<file path="src/rtl/hdmi_timing_ctrl.sv">
// hdmi_timing_ctrl
// Run-time programmable video timing generator for the HDMI pixel pipeline.
// It produces the pixel/line counters, DE, HSYNC, VSYNC and the line/frame
// strobes. New timings go into a shadow set through a valid/ready port and
// are copied into the active set at a frame boundary, so the sink never sees
// a frame that mixes two timings.
module hdmi_timing_ctrl #(
  parameter int   CORDW      = 10,
  parameter int   H_ACTIVE_D = 640,
  parameter int   H_FP_D     = 16,
  parameter int   H_SYNC_D   = 96,
  parameter int   H_BP_D     = 48,
  parameter int   V_ACTIVE_D = 480,
  parameter int   V_FP_D     = 10,
  parameter int   V_SYNC_D   = 2,
  parameter int   V_BP_D     = 33,
  parameter logic SYNC_POL   = 1'b1
) (
  input  logic             clk,
  input  logic             rst_n,
  input  logic             en,
  input  logic             cfg_valid,
  output logic             cfg_ready,
  input  logic [2:0]       cfg_addr,
  input  logic [CORDW-1:0] cfg_data,
  input  logic             cfg_commit,
  output logic             cfg_pending,
  output logic             cfg_err,
  output logic [CORDW-1:0] cx,
  output logic [CORDW-1:0] cy,
  output logic             de,
  output logic             hsync,
  output logic             vsync,
  output logic             line,
  output logic             frame,
  output logic             running
);

  // Totals of four CORDW-bit fields need two extra bits.
  localparam int TW = CORDW + 2;

  typedef logic [TW-1:0]          tot_t;
  typedef logic [CORDW-1:0]       fld_t;
  typedef logic [7:0][CORDW-1:0]  tset_t;

  // Field positions inside a timing set, matching cfg_addr.
  localparam int F_HA  = 0;
  localparam int F_HFP = 1;
  localparam int F_HS  = 2;
  localparam int F_HBP = 3;
  localparam int F_VA  = 4;
  localparam int F_VFP = 5;
  localparam int F_VS  = 6;
  localparam int F_VBP = 7;

  localparam tset_t DEFAULTS = {fld_t'(V_BP_D),   fld_t'(V_SYNC_D),
                                fld_t'(V_FP_D),   fld_t'(V_ACTIVE_D),
                                fld_t'(H_BP_D),   fld_t'(H_SYNC_D),
                                fld_t'(H_FP_D),   fld_t'(H_ACTIVE_D)};

  // Largest legal total: counters must still fit in CORDW bits.
  localparam tot_t TOT_MAX  = tot_t'(2 ** CORDW);
  localparam logic SYNC_OFF = ~SYNC_POL;

  typedef enum logic [1:0] {
    S_IDLE  = 2'd0,
    S_RUN   = 2'd1,
    S_DRAIN = 2'd2
  } state_t;

  function automatic tot_t sum4(input fld_t a, input fld_t b,
                                input fld_t c, input fld_t d);
    return tot_t'(a) + tot_t'(b) + tot_t'(c) + tot_t'(d);
  endfunction

  // ---------------------------------------------------------------------------
  // Declarations
  // ---------------------------------------------------------------------------
  state_t r_state;
  state_t w_state_nx;

  tset_t  r_act;
  tset_t  r_shd;
  tset_t  w_act_nx;
  tset_t  w_shd_nx;

  logic   r_pending;
  logic   r_err;

  fld_t   r_cx;
  fld_t   r_cy;
  fld_t   w_cx_nx;
  fld_t   w_cy_nx;

  logic   r_de;
  logic   r_hs;
  logic   r_vs;
  logic   r_line;
  logic   r_frame;

  logic   w_wr_acc;
  logic   w_wr_bad;
  logic   w_cm_acc;
  logic   w_cm_bad;
  logic   w_apply;

  logic   w_h_last;
  logic   w_v_last;
  logic   w_frame_end;
  logic   w_run_nx;

  tot_t   w_ht;
  tot_t   w_vt;
  tot_t   w_sh_ht;
  tot_t   w_sh_vt;

  tot_t   w_ncx;
  tot_t   w_ncy;
  tot_t   w_h_ss;
  tot_t   w_h_se;
  tot_t   w_v_ss;
  tot_t   w_v_se;

  logic   w_de_nx;
  logic   w_hs_nx;
  logic   w_vs_nx;
  logic   w_line_nx;
  logic   w_frame_nx;

  // ---------------------------------------------------------------------------
  // Configuration port
  // ---------------------------------------------------------------------------

  // Shadow write: a zero field is rejected; writes are blocked while a commit
  // waits to be applied so the shadow cannot change under it.
  // NOTE: every always_comb target gets a default first; a path that leaves a
  // variable unassigned would otherwise infer a latch.
  always_comb begin
    w_wr_acc = cfg_valid && !r_pending;
    w_wr_bad = w_wr_acc && (cfg_data == '0);
    w_shd_nx = r_shd;
    if (w_wr_acc && !w_wr_bad) begin
      w_shd_nx[cfg_addr] = cfg_data;
    end
  end

  // Shadow totals include a same-cycle write, so a commit issued together
  // with a write validates the updated set.
  assign w_sh_ht = sum4(w_shd_nx[F_HA], w_shd_nx[F_HFP],
                        w_shd_nx[F_HS], w_shd_nx[F_HBP]);
  assign w_sh_vt = sum4(w_shd_nx[F_VA], w_shd_nx[F_VFP],
                        w_shd_nx[F_VS], w_shd_nx[F_VBP]);

  // Commit check and the apply point (frame wrap while running, or the
  // cycle after acceptance when idle).
  always_comb begin
    w_cm_acc = cfg_commit && !r_pending;
    w_cm_bad = w_cm_acc && ((w_sh_ht > TOT_MAX) || (w_sh_vt > TOT_MAX));
    w_apply  = r_pending && ((r_state == S_IDLE) ||
                             ((r_state != S_IDLE) && w_frame_end));
    w_act_nx = w_apply ? r_shd : r_act;
  end

  // Shadow/active timing sets, pending flag and error pulse.
  // NOTE: both timing sets are reset because they must come up holding the
  // parameter defaults; they are a handful of flops, not a memory macro.
  always_ff @(posedge clk or negedge rst_n) begin
    if (!rst_n) begin
      r_shd     <= DEFAULTS;
      r_act     <= DEFAULTS;
      r_pending <= 1'b0;
      r_err     <= 1'b0;
    end else begin
      r_shd <= w_shd_nx;
      r_act <= w_act_nx;
      r_err <= w_wr_bad || w_cm_bad;
      if (w_apply) begin
        r_pending <= 1'b0;
      end else if (w_cm_acc && !w_cm_bad) begin
        r_pending <= 1'b1;
      end
    end
  end

  // ---------------------------------------------------------------------------
  // Run control FSM
  // ---------------------------------------------------------------------------

  // Active totals and end-of-line / end-of-frame detection.
  assign w_ht        = sum4(r_act[F_HA], r_act[F_HFP], r_act[F_HS], r_act[F_HBP]);
  assign w_vt        = sum4(r_act[F_VA], r_act[F_VFP], r_act[F_VS], r_act[F_VBP]);
  assign w_h_last    = (tot_t'(r_cx) == (w_ht - tot_t'(1)));
  assign w_v_last    = (tot_t'(r_cy) == (w_vt - tot_t'(1)));
  assign w_frame_end = w_h_last && w_v_last;

  // State register.
  // NOTE: sequential state uses non-blocking assignments so every flop
  // samples its inputs from the same pre-edge values.
  always_ff @(posedge clk or negedge rst_n) begin
    if (!rst_n) begin
      r_state <= S_IDLE;
    end else begin
      r_state <= w_state_nx;
    end
  end

  // Next state: DRAIN finishes the current frame before parking in IDLE and
  // rejoins RUN seamlessly if en comes back.
  always_comb begin
    w_state_nx = r_state;
    unique case (r_state)
      S_IDLE:  if (en) w_state_nx = S_RUN;
      S_RUN:   if (!en) w_state_nx = S_DRAIN;
      S_DRAIN: begin
        if (en) begin
          w_state_nx = S_RUN;
        end else if (w_frame_end) begin
          w_state_nx = S_IDLE;
        end
      end
      default: w_state_nx = S_IDLE;
    endcase
  end

  // ---------------------------------------------------------------------------
  // Counters and decoded outputs
  // ---------------------------------------------------------------------------

  // Next counter values: held at zero outside of a run; the first RUN cycle
  // therefore presents (0, 0).
  always_comb begin
    w_run_nx = (w_state_nx != S_IDLE);
    w_cx_nx  = '0;
    w_cy_nx  = '0;
    if ((r_state != S_IDLE) && w_run_nx) begin
      if (w_h_last) begin
        w_cy_nx = w_v_last ? '0 : (r_cy + fld_t'(1));
      end else begin
        w_cx_nx = r_cx + fld_t'(1);
        w_cy_nx = r_cy;
      end
    end
  end

  // Decode from the next counter values and the next active set, so each
  // registered output lines up with the cx/cy it describes.
  always_comb begin
    w_ncx      = tot_t'(w_cx_nx);
    w_ncy      = tot_t'(w_cy_nx);
    w_h_ss     = tot_t'(w_act_nx[F_HA]) + tot_t'(w_act_nx[F_HFP]);
    w_h_se     = w_h_ss + tot_t'(w_act_nx[F_HS]);
    w_v_ss     = tot_t'(w_act_nx[F_VA]) + tot_t'(w_act_nx[F_VFP]);
    w_v_se     = w_v_ss + tot_t'(w_act_nx[F_VS]);
    w_de_nx    = w_run_nx && (w_ncx < tot_t'(w_act_nx[F_HA]))
                          && (w_ncy < tot_t'(w_act_nx[F_VA]));
    w_hs_nx    = w_run_nx && (w_ncx >= w_h_ss) && (w_ncx < w_h_se);
    w_vs_nx    = w_run_nx && (w_ncy >= w_v_ss) && (w_ncy < w_v_se);
    w_line_nx  = w_run_nx && (w_cx_nx == '0);
    w_frame_nx = w_line_nx && (w_ncy == tot_t'(w_act_nx[F_VA]));
  end

  // Counter and timing-output registers.
  always_ff @(posedge clk or negedge rst_n) begin
    if (!rst_n) begin
      r_cx    <= '0;
      r_cy    <= '0;
      r_de    <= 1'b0;
      r_hs    <= SYNC_OFF;
      r_vs    <= SYNC_OFF;
      r_line  <= 1'b0;
      r_frame <= 1'b0;
    end else begin
      r_cx    <= w_cx_nx;
      r_cy    <= w_cy_nx;
      r_de    <= w_de_nx;
      r_hs    <= w_hs_nx ? SYNC_POL : SYNC_OFF;
      r_vs    <= w_vs_nx ? SYNC_POL : SYNC_OFF;
      r_line  <= w_line_nx;
      r_frame <= w_frame_nx;
    end
  end

  assign cx          = r_cx;
  assign cy          = r_cy;
  assign de          = r_de;
  assign hsync       = r_hs;
  assign vsync       = r_vs;
  assign line        = r_line;
  assign frame       = r_frame;
  assign running     = (r_state != S_IDLE);
  assign cfg_pending = r_pending;
  assign cfg_ready   = !r_pending;
  assign cfg_err     = r_err;

endmodule

</file>
<file path="config.mk">
export PLATFORM = sky130hd
export DESIGN_NAME = hdmi_timing_ctrl
export DESIGN_NICKNAME = d
export VERILOG_FILES = /design/src/rtl/hdmi_timing_ctrl.sv
export SDC_FILE = /design/constraint.sdc
export NUM_CORES = 1
export LEC_CHECK = 0
export ABC_CLOCK_PERIOD_IN_PS = 24900
export CORE_ASPECT_RATIO = 1.25
export CORE_MARGIN = 2
export CORE_UTILIZATION = 60
export DETAILED_ROUTE_END_ITERATION = 10
export GPL_TIMING_DRIVEN = 0
export PLACE_DENSITY = 0.84
export SKIP_LAST_GASP = 1
export SLEW_MARGIN = 10
export SYNTH_ARGS = -nofsm -noshare
export SYNTH_HDL_FRONTEND = slang
export SYNTH_SLANG_ARGS = --single-unit
</file>
<file path="constraint.sdc">
create_clock -name clk -period 24.9 [get_ports clk]
set_input_delay 4.98 -clock clk [delete_from_list [all_inputs] [get_ports clk]]
set_output_delay 4.98 -clock clk [all_outputs]
set_load 0.01 [all_outputs]
</file>
# --- After elaboration in Yosys (flattened, before gate mapping) ---
# Cells that the tools add are included.
word_totals:
  inputBits: 18
  reg_bits: 189
  out_inout_bits: 29
classes:
  n_reduce_logical: 31
  n_addsub: 20
  order_cmp: 10
  eq_ne: 5
  muxes: 19
ops:
  columns: ["op", "n"]
  rows:
  - ["$bwmux W80", 1]
  - ["$mux W80", 1]
  - ["$add A11 B10 Y12", 6]
  - ["$mux W70", 1]
  - ["$add A10 B10 Y11", 6]
  - ["$mux W10", 6]
  - ["$add A12 B10 Y12", 4]
  - ["$demux W10 S3", 1]
  - ["$eq A10 B12 Y1", 2]
  - ["$gt A12 B11 Y1 const B", 2]
  - ["$lt A10 B12 Y1", 2]
  - ["$sub A12 B1 Y12 const B", 2]
  - ["$ge A10 B11 Y1", 2]
  - ["$add A10 B1 Y10 const B", 2]
  - ["$logic_not A10 Y1", 2]
  - ["$lt A10 B10 Y1", 2]
  - ["$logic_and A1 B1 Y1", 19]
  - ["$eq A10 B10 Y1", 1]
  - ["$mux W2", 4]
  - ["$pmux W2 S3", 1]
  - ["$reduce_bool A2 Y1", 3]
  - ["$lt A3 B4 Y1 const B", 1]
  - ["$mux W1", 4]
  - ["$ge A3 B1 Y1 const B", 1]
  - ["5 further kinds", 9]

# --- Logic depth before layout (Yosys ltp) ---
# Gate-level depths: netlist (run 1).
depth:
  word_depth: 16
  mapped_depth: 44

# --- Worst setup path after synthesis (run 1) ---
# Ideal clock, no wire load.
synth_path:
  path_kind: "input-to-reg"
  startpoint: "input cfg_data[9]"
  endpoint: "register r_err (netlist: cfg_err)"
  required_time_ns: 24.771
  n_path_buf: 1
  cell_stages: 21
  arrival_ns: 9.804
  setup_time_ns: 0.129
  setup_slack_ns: 14.966
  path_cell_list: "clkbuf_1 nor2_1 nand3_1 nor4b_1 nand2_1 mux2_2 fa_1 fa_1 ha_1 inv_1 fa_1 nor2b_1 o21ai_0 a21boi_0 o21a_1 o21a_1 o211ai_1 a2111oi_0 o21bai_1 and3_1 o41a_1"
synth_lines:
  columns: ["element", "line", "rtl"]
  rows:
  - ["start: declaration", "25", "input logic [CORDW-1:0] cfg_data,"]
  - ["end signal: assignment", "176", "r_err <= w_wr_bad || w_cm_bad;"]
  - ["end: declaration", "88", "logic r_err;"]

==> flow_summary.yaml, run 1 <==
final_layout:
  nFillCells: 1826
  design_area_sq_um: 16300
  diodes: 0
  drive_above_1_share_pct: 13.8
  areaGrowthSynthToFinish_pct: 10.2
  final_nets: 1751
detailed_routing:
  drt_wl_total_mm: 38.9
  dr.pass1.iters: 6
  ant_nets: 0
  drt-initial-drc-count: 903
  vias: 11200
  wl_per_cell_um: 21.3
  drc_errors: 0
  via_per_inst: 6.11
hold_path:
  hold_depth: 1
  hold_path.class: "reg2reg"
  worstHoldStart: "r_shd[33]"
  hold-path-endpoint: "r_act[33]"
clocking:
  postCtsSetupRepairBufs: 0
  clk_path_buf_depth: 2
  postCtsHoldBufs: 0
  clock-root-buffer: "clkbuf_16"
  cts_tree: "yes"
  numCtsBuffers: 17
  cts_num_sinks: 189
  clk_latency_ns: 0.45
  clk_pin_slew_ns: 0.08
  cts_resized: 0
  htree_levels: 4
global_route:
  antenna_found_initial: 0
  grt_util_all_layers_pct: 31.8
  grt_first_pass_wirelength_mm: 62.3
  grt_pass1_vias: 11800
  grt_max_degree: 104
  overflow: 0
setup_path:
  worstPathCellList: "clkdlybuf4s50_1, nor4_1, nand3_1, and4_1, clkbuf_1, nand2_1, mux2_2, fa_1, fa_1, ha_1, inv_1, fa_1, nor2b_1, o21ai_0, a21boi_0, o21a_1, o21a_1, o211ai_1, a2111oi_0, o21bai_1, and3_1, o41a_1"
  cp.depth: 22
  critPathMaxStageDelay_ns: 0.87
  regToRegSetupSlack_ns: 14.65
  crit_type: "in2reg"
  r2r_start: "r_act[51]"
  critPathMostFrequentCell: "fa_1"
  slowest_stage: "nor4_1"
  path_delay_family: "simple AND/OR/NAND/NOR gates"
  crit_path_end_kind: "register"
  crit_buf_inv: 3
  worstPathMaxFanout: 10
  startpoint_type: "input port"
  r2r-end: "hsync"
  reg2reg_depth: 41
  cp_data_required_time_ns: 25.21
  worstPathArrival_ns: 11.81
sta:
  max_freq_mhz: 86.9
  fin_crit_sh_pct: 46.2
  timing.hold.ws_ns: 0.496
  setup_tns_ns: 0
  period_needed_ns: 11.51
  worst_pin_slew_ns: 1.01
  hold_viol: 0
  skew_ns: 0.0150
  finalSetupViolCount: 0
  drv_slew: 0
  relSlewSlack_pct: 32.1
  rsz0062_at_grt: "no"
die:
  coreArea_sq_um: 24300
  initial_core_util_pct: 60.6
  die_area_sq_um: 25900
  die_width_um: 144
  die_h_um: 179
  rows: 64
  io_pins: 47
synthesis:
  synthFlopType: "dfrtp_1"
  synth_compound_area_share_pct: 12.1
  synth_mux_area_share_pct: 9.69
  ys_seq_elements: 189
  synth_xor_area_share_pct: 5.58
  netlist_instances: 1418
  synth_area_per_cell_sq_um: 10.4
  synth.yosys.seq_area_share_pct: 32.3
  ys_warn_count: 0
  synth-simple-area-share_pct: 9.82
  ys_types: 66
  synth-edff-count: 0
  ys_async_sr_fraction_pct: 100
  synth_fp_nets: 1684
  syn_area_sq_um: 14700
  synth_top_family_by_area: "adder cells"
  yosys.area_share.adder_pct: 25.6
place:
  dpl.hpwl_mm: 29.9
  dpl_cell_area_sq_um: 15700
  finalWeightedCongestion: 0.927
  portBuffers: 45
run:
  max_cap_violations: 0
run_status:
  outcome: "finished, final reports clean"
sequential cells by signal, indices dropped and copies added, names as in the netlist:
name and count:
r_act 80, r_shd 80, cx 10, cy 10
r_state 2, cfg_err 1, cfg_pending 1, de 1
frame 1, hsync 1, line 1, vsync 1
synth_stat cells (32+ instances only):
library cell / n / area (sq um)
nor2_1: 71 / 267
dfstp_2: 32 / 841
nand2_1: 92 / 345
inv_1: 157 / 589
ha_1: 167 / 2090
a21o_1: 38 / 285
xnor2_1: 59 / 517
a21oi_1: 71 / 355
mux2_2: 114 / 1280
fa_1: 81 / 1620
dfrtp_1: 157 / 3930
xor2_1: 35 / 307
o21ai_0: 67 / 335
cell usage in the layout, fill, tap and decap left out, types with 32 or more instances in the layout:
master,synthesis,final
dfrtp_1,157,157
xor2_1,35,35
inv_1,157,157
a21o_1,38,38
a21oi_1,71,71
nand2_1,92,92
clkdlybuf4s50_1,0,44
ha_1,167,167
fa_1,81,81
xnor2_1,59,59
dfstp_2,32,32
o21ai_0,67,66
mux2_2,114,114
nor2_1,71,71
worst max-delay path by stage:
stage	start	to	slack, ns
floorplan	cfg_data[9]	cfg_err	14.97
global placement	rst_n	cy[3]	11.00
detailed placement	cfg_data[1]	cfg_err	13.16
CTS	cfg_data[2]	cfg_err	13.59
global route	cfg_data[0]	cfg_err	13.03
finish	cfg_data[2]	cfg_err	13.39
cell type report:
cell class              instances  area (sq um)  area share [%]
clock inverters                13           124           0.762
multi-input cells            1042          9260            57.0
inverters                     157           589            3.63
clock buffers                  19           453            2.79
well taps                     330           413            2.54
plain buffers                  30           128           0.785
flip-flops and latches        189          4770            29.3
repair buffers                 48           518            3.19
kinds of logic after synthesis:
family,Yosys count
mux,128
simple gates,295
compound gates,270
fa+ha+maj,255
buf+inv,187
flops,189
xor+xnor,94
routing by layer:
layer,global-route usage [%],share of wire [%],up-vias
met4,15.4,4.9,0
met5,0,0,-
li1,-,-,5057
met2,52.6,48,432
met1,40.9,41,5581
met3,4.94,6.5,107
stage by stage:
step	std cells	util [%]	worst slack [ns]
finish	1828	66.8	13.39
floorplan	1418	-	14.97
global placement	1793	64.1	11.00
global route	1828	66.8	13.03
CTS	1828	66.8	13.59
detailed placement	1796	64.4	13.16
Power of run 1 is not shown: default switching activity piles up to over one toggle a cycle in this logic, so the estimate is an artifact.
==> inputs of run 2 (changes only) <==
--- a/config.mk
+++ b/config.mk
@@ -5,7 +5,7 @@
 export SDC_FILE = /design/constraint.sdc
 export NUM_CORES = 1
 export LEC_CHECK = 0
-export ABC_CLOCK_PERIOD_IN_PS = 24900
+export ABC_CLOCK_PERIOD_IN_PS = 11600
 export CORE_ASPECT_RATIO = 1.25
 export CORE_MARGIN = 2
 export CORE_UTILIZATION = 60
==> constraint.sdc (replaced) <==
create_clock -name clk -period 11.6 [get_ports clk]
set_input_delay 2.32 -clock clk [delete_from_list [all_inputs] [get_ports clk]]
set_output_delay 2.32 -clock clk [all_outputs]
set_load 0.01 [all_outputs]
==> results of run 2 <==
Same layout as run 1 (identical final DEF). Status: finished, final reports clean.
Among the figures that moved: setup slack after placement 13.16 ns -> 1.53 ns; setup slack after layout 13.39 ns -> 1.35 ns; start point of the critical path cfg_data[2] -> r_act[51]; end point of the critical path cfg_err -> hsync; register-to-register setup slack 14.65 ns -> 1.35 ns
Power of run 2 is left out for the same reason.
==> inputs of run 3 (changes only) <==
--- a/config.mk
+++ b/config.mk
@@ -5,6 +5,7 @@
 export SDC_FILE = /design/constraint.sdc
 export NUM_CORES = 1
 export LEC_CHECK = 0
+export ABC_AREA = 1
 export ABC_CLOCK_PERIOD_IN_PS = 11600
 export CORE_ASPECT_RATIO = 1.25
 export CORE_MARGIN = 2
==> run 3 against run 2 <==
Final area up 0.40%. Setup slack better by 1.4 ns. Cell count increased by 18%. First-iteration DRC count is 21% higher. Global-route usage down 1.2 points. Utilization about the same. Routed wire length decreased by 2.3%. Clock-buffer cell count decreased by 2. Via count up 8.8%. Non-clock buffer count down 2. Fmax grew 16%. Largest cell class unchanged.
==> flow_summary.yaml, run 3 <==
final_layout:
  final_cell_mix: "336 x nand2_1, 316 x inv_1, 167 x ha_1"
  reg.largest.list: "r_act: 80 flops, r_shd: 80 flops"
  design_area_sq_um: 16300
  diodes: 0
  areaGrowthSynthToFinish_pct: 9.98
  drive_above_1_share_pct: 8.75
  final_nets: 2083
  mostFrequentLayoutCell: "nand2_1"
  nFillCells: 1859
setup_path:
  reg2reg_depth: 48
  crit_type: "reg2reg"
  r2r-end: "hsync"
  slowest_stage: "clkbuf_1"
  critPathMaxStageDelay_ns: 0.56
  crit_path_end_kind: "register"
  worstPathMaxFanout: 10
  r2r_start: "r_act[51]"
  cp_data_required_time_ns: 11.97
  worstPathArrival_ns: 9.21
  regToRegSetupSlack_ns: 2.76
  startpoint_type: "register"
die:
  initial_core_util_pct: 60.8
  die_h_um: 180
  die_area_sq_um: 26000
  rows: 64
  io_pins: 47
  coreArea_sq_um: 24400
  die_width_um: 145
global_route:
  grt_pass1_vias: 12200
  grt_first_pass_wirelength_mm: 61.5
  grt_max_degree: 107
  antenna_found_initial: 0
  grt_util_all_layers_pct: 30.6
  overflow: 0
synthesis:
  synth.most_common_cell: "nand2_1"
  ys_warn_count: 0
  synthFlopType: "dfrtp_1"
  synth.yosys.seq_area_share_pct: 32.1
  synth_common_cells: "336 x nand2_1, 316 x inv_1, 167 x ha_1"
  synth.largest_area_cell: "dfrtp_1"
  synth_area_per_cell_sq_um: 8.47
  yosys.area.top_type_share_pct: 26.5
  syn_area_sq_um: 14800
  ys_async_sr_fraction_pct: 100
  synth_fp_nets: 2017
  synth-edff-count: 0
  ys_seq_elements: 189
  synth_area_leaders: "dfrtp_1 26%, ha_1 14%, fa_1 11%"
  ys_types: 48
  netlist_instances: 1751
clocking:
  cts_tree: "yes"
  clock-root-buffer: "clkbuf_16"
  numCtsBuffers: 17
  clk_path_buf_depth: 2
  postCtsSetupRepairBufs: 0
  postCtsHoldBufs: 0
  clk_pin_slew_ns: 0.08
  clk_latency_ns: 0.45
  cts_resized: 0
  cts_num_sinks: 189
  htree_levels: 4
run_status:
  outcome: "finished, final reports clean"
sta:
  rsz0062_at_grt: "no"
  period_needed_ns: 8.84
  skew_ns: 0.00774
  setup_tns_ns: 0
  fin_crit_sh_pct: 76.2
  drv_slew: 0
  relSlewSlack_pct: 45.1
  timing.hold.ws_ns: 0.529
  max_freq_mhz: 113
  finalSetupViolCount: 0
  hold_viol: 0
  worst_pin_slew_ns: 0.824
  worst_slack_ns: 2.76
place:
  dpl_cell_area_sq_um: 15700
  finalWeightedCongestion: 0.909
  dpl.hpwl_mm: 30.0
  place_ws_ns: 2.99
  portBuffers: 46
hold_path:
  hold_depth: 2
  hold_path.class: "reg2reg"
  hold-path-endpoint: "r_act[14]"
  worstHoldStart: "r_act[14]"
detailed_routing:
  drt_wl_total_mm: 38.0
  via_per_inst: 5.64
  drc_errors: 0
  wl_per_cell_um: 17.6
  ant_nets: 0
  drt-initial-drc-count: 1096
  dr.pass1.iters: 6
  vias: 12200
run:
  max_cap_violations: 0
-- run 3: cell types whose count changed after synthesis, sizes merged, moves of 19 or more --
cell    delta
nand2    +270
inv      +171
mux2      -80
a21oi     +54
nand3     +46
nor2      +46
a21o      -36
xnor2     -30
o21ai     +22
a21boi    -19
-- run 3: logic make-up after synthesis --
kind of cell,Yosys count,synth area share [%]
AO/OA/AOI/OAI,252,9.28
XOR/XNOR,68,4.17
AND/OR/NAND/NOR,601,17.7
buffers and inverters,358,9.08
flip-flops,189,32.1
adder cells (fa/ha/maj),248,25.0
multiplexers,35,2.66
-- run 3: through the flow --
| step | std cells | util, % |
|---|---|---|
| finish | 2159 | 66.8 |
| global route | 2159 | 66.8 |
| CTS | 2159 | 66.8 |
| detailed placement | 2128 | 64.5 |
| global placement | 2127 | 64.3 |
| floorplan | 1751 | - |
-- run 3: worst max path at each step --
stage	slack [ns]	startpoint	end	depth (start not counted)
2_1_floorplan	4.55	r_act[11]	hsync	42
3_3_place_gp	0.48	rst_n	cy[6]	1
6_report	2.76	r_act[51]	hsync	48
5_1_grt	2.25	r_act[51]	hsync	48
3_5_place_dp	2.99	r_act[51]	hsync	48
4_1_cts	2.82	r_act[51]	hsync	48
-- run 3: final cells by class --
cell class	count	area, sq um	area share, %
timing repair buffer	47	493	3.02
clock inverter	14	149	0.912
clock buffer	17	425	2.61
sequential	189	4770	29.2
multi-input combinational	1204	8720	53.4
tap	330	413	2.53
buffer	29	113	0.690
inverter	329	1230	7.57
-- run 3: per-layer routing --
metal	global-route usage, %	part of all wire, %	up-vias
li1	-	-	5728
met1	39.5	40	5842
met2	50.2	48	481
met3	4.05	6.0	115
met4	15.8	5.4	0
met5	0	0	-
-- run 3: worst max-delay path: cells and delay by family (launching register included) --
family / cells / cell delay [ns]
and+or+nand+nor: 18 / 1.58
DFF: 1 / 0.55
adders and majority gates: 8 / 2.73
xor gates and xnor gates: 2 / 0.38
buffers and inverters: 12 / 2.10
AOI/OAI and AO/OA: 8 / 1.41
Power of run 3 is left out for the same reason.
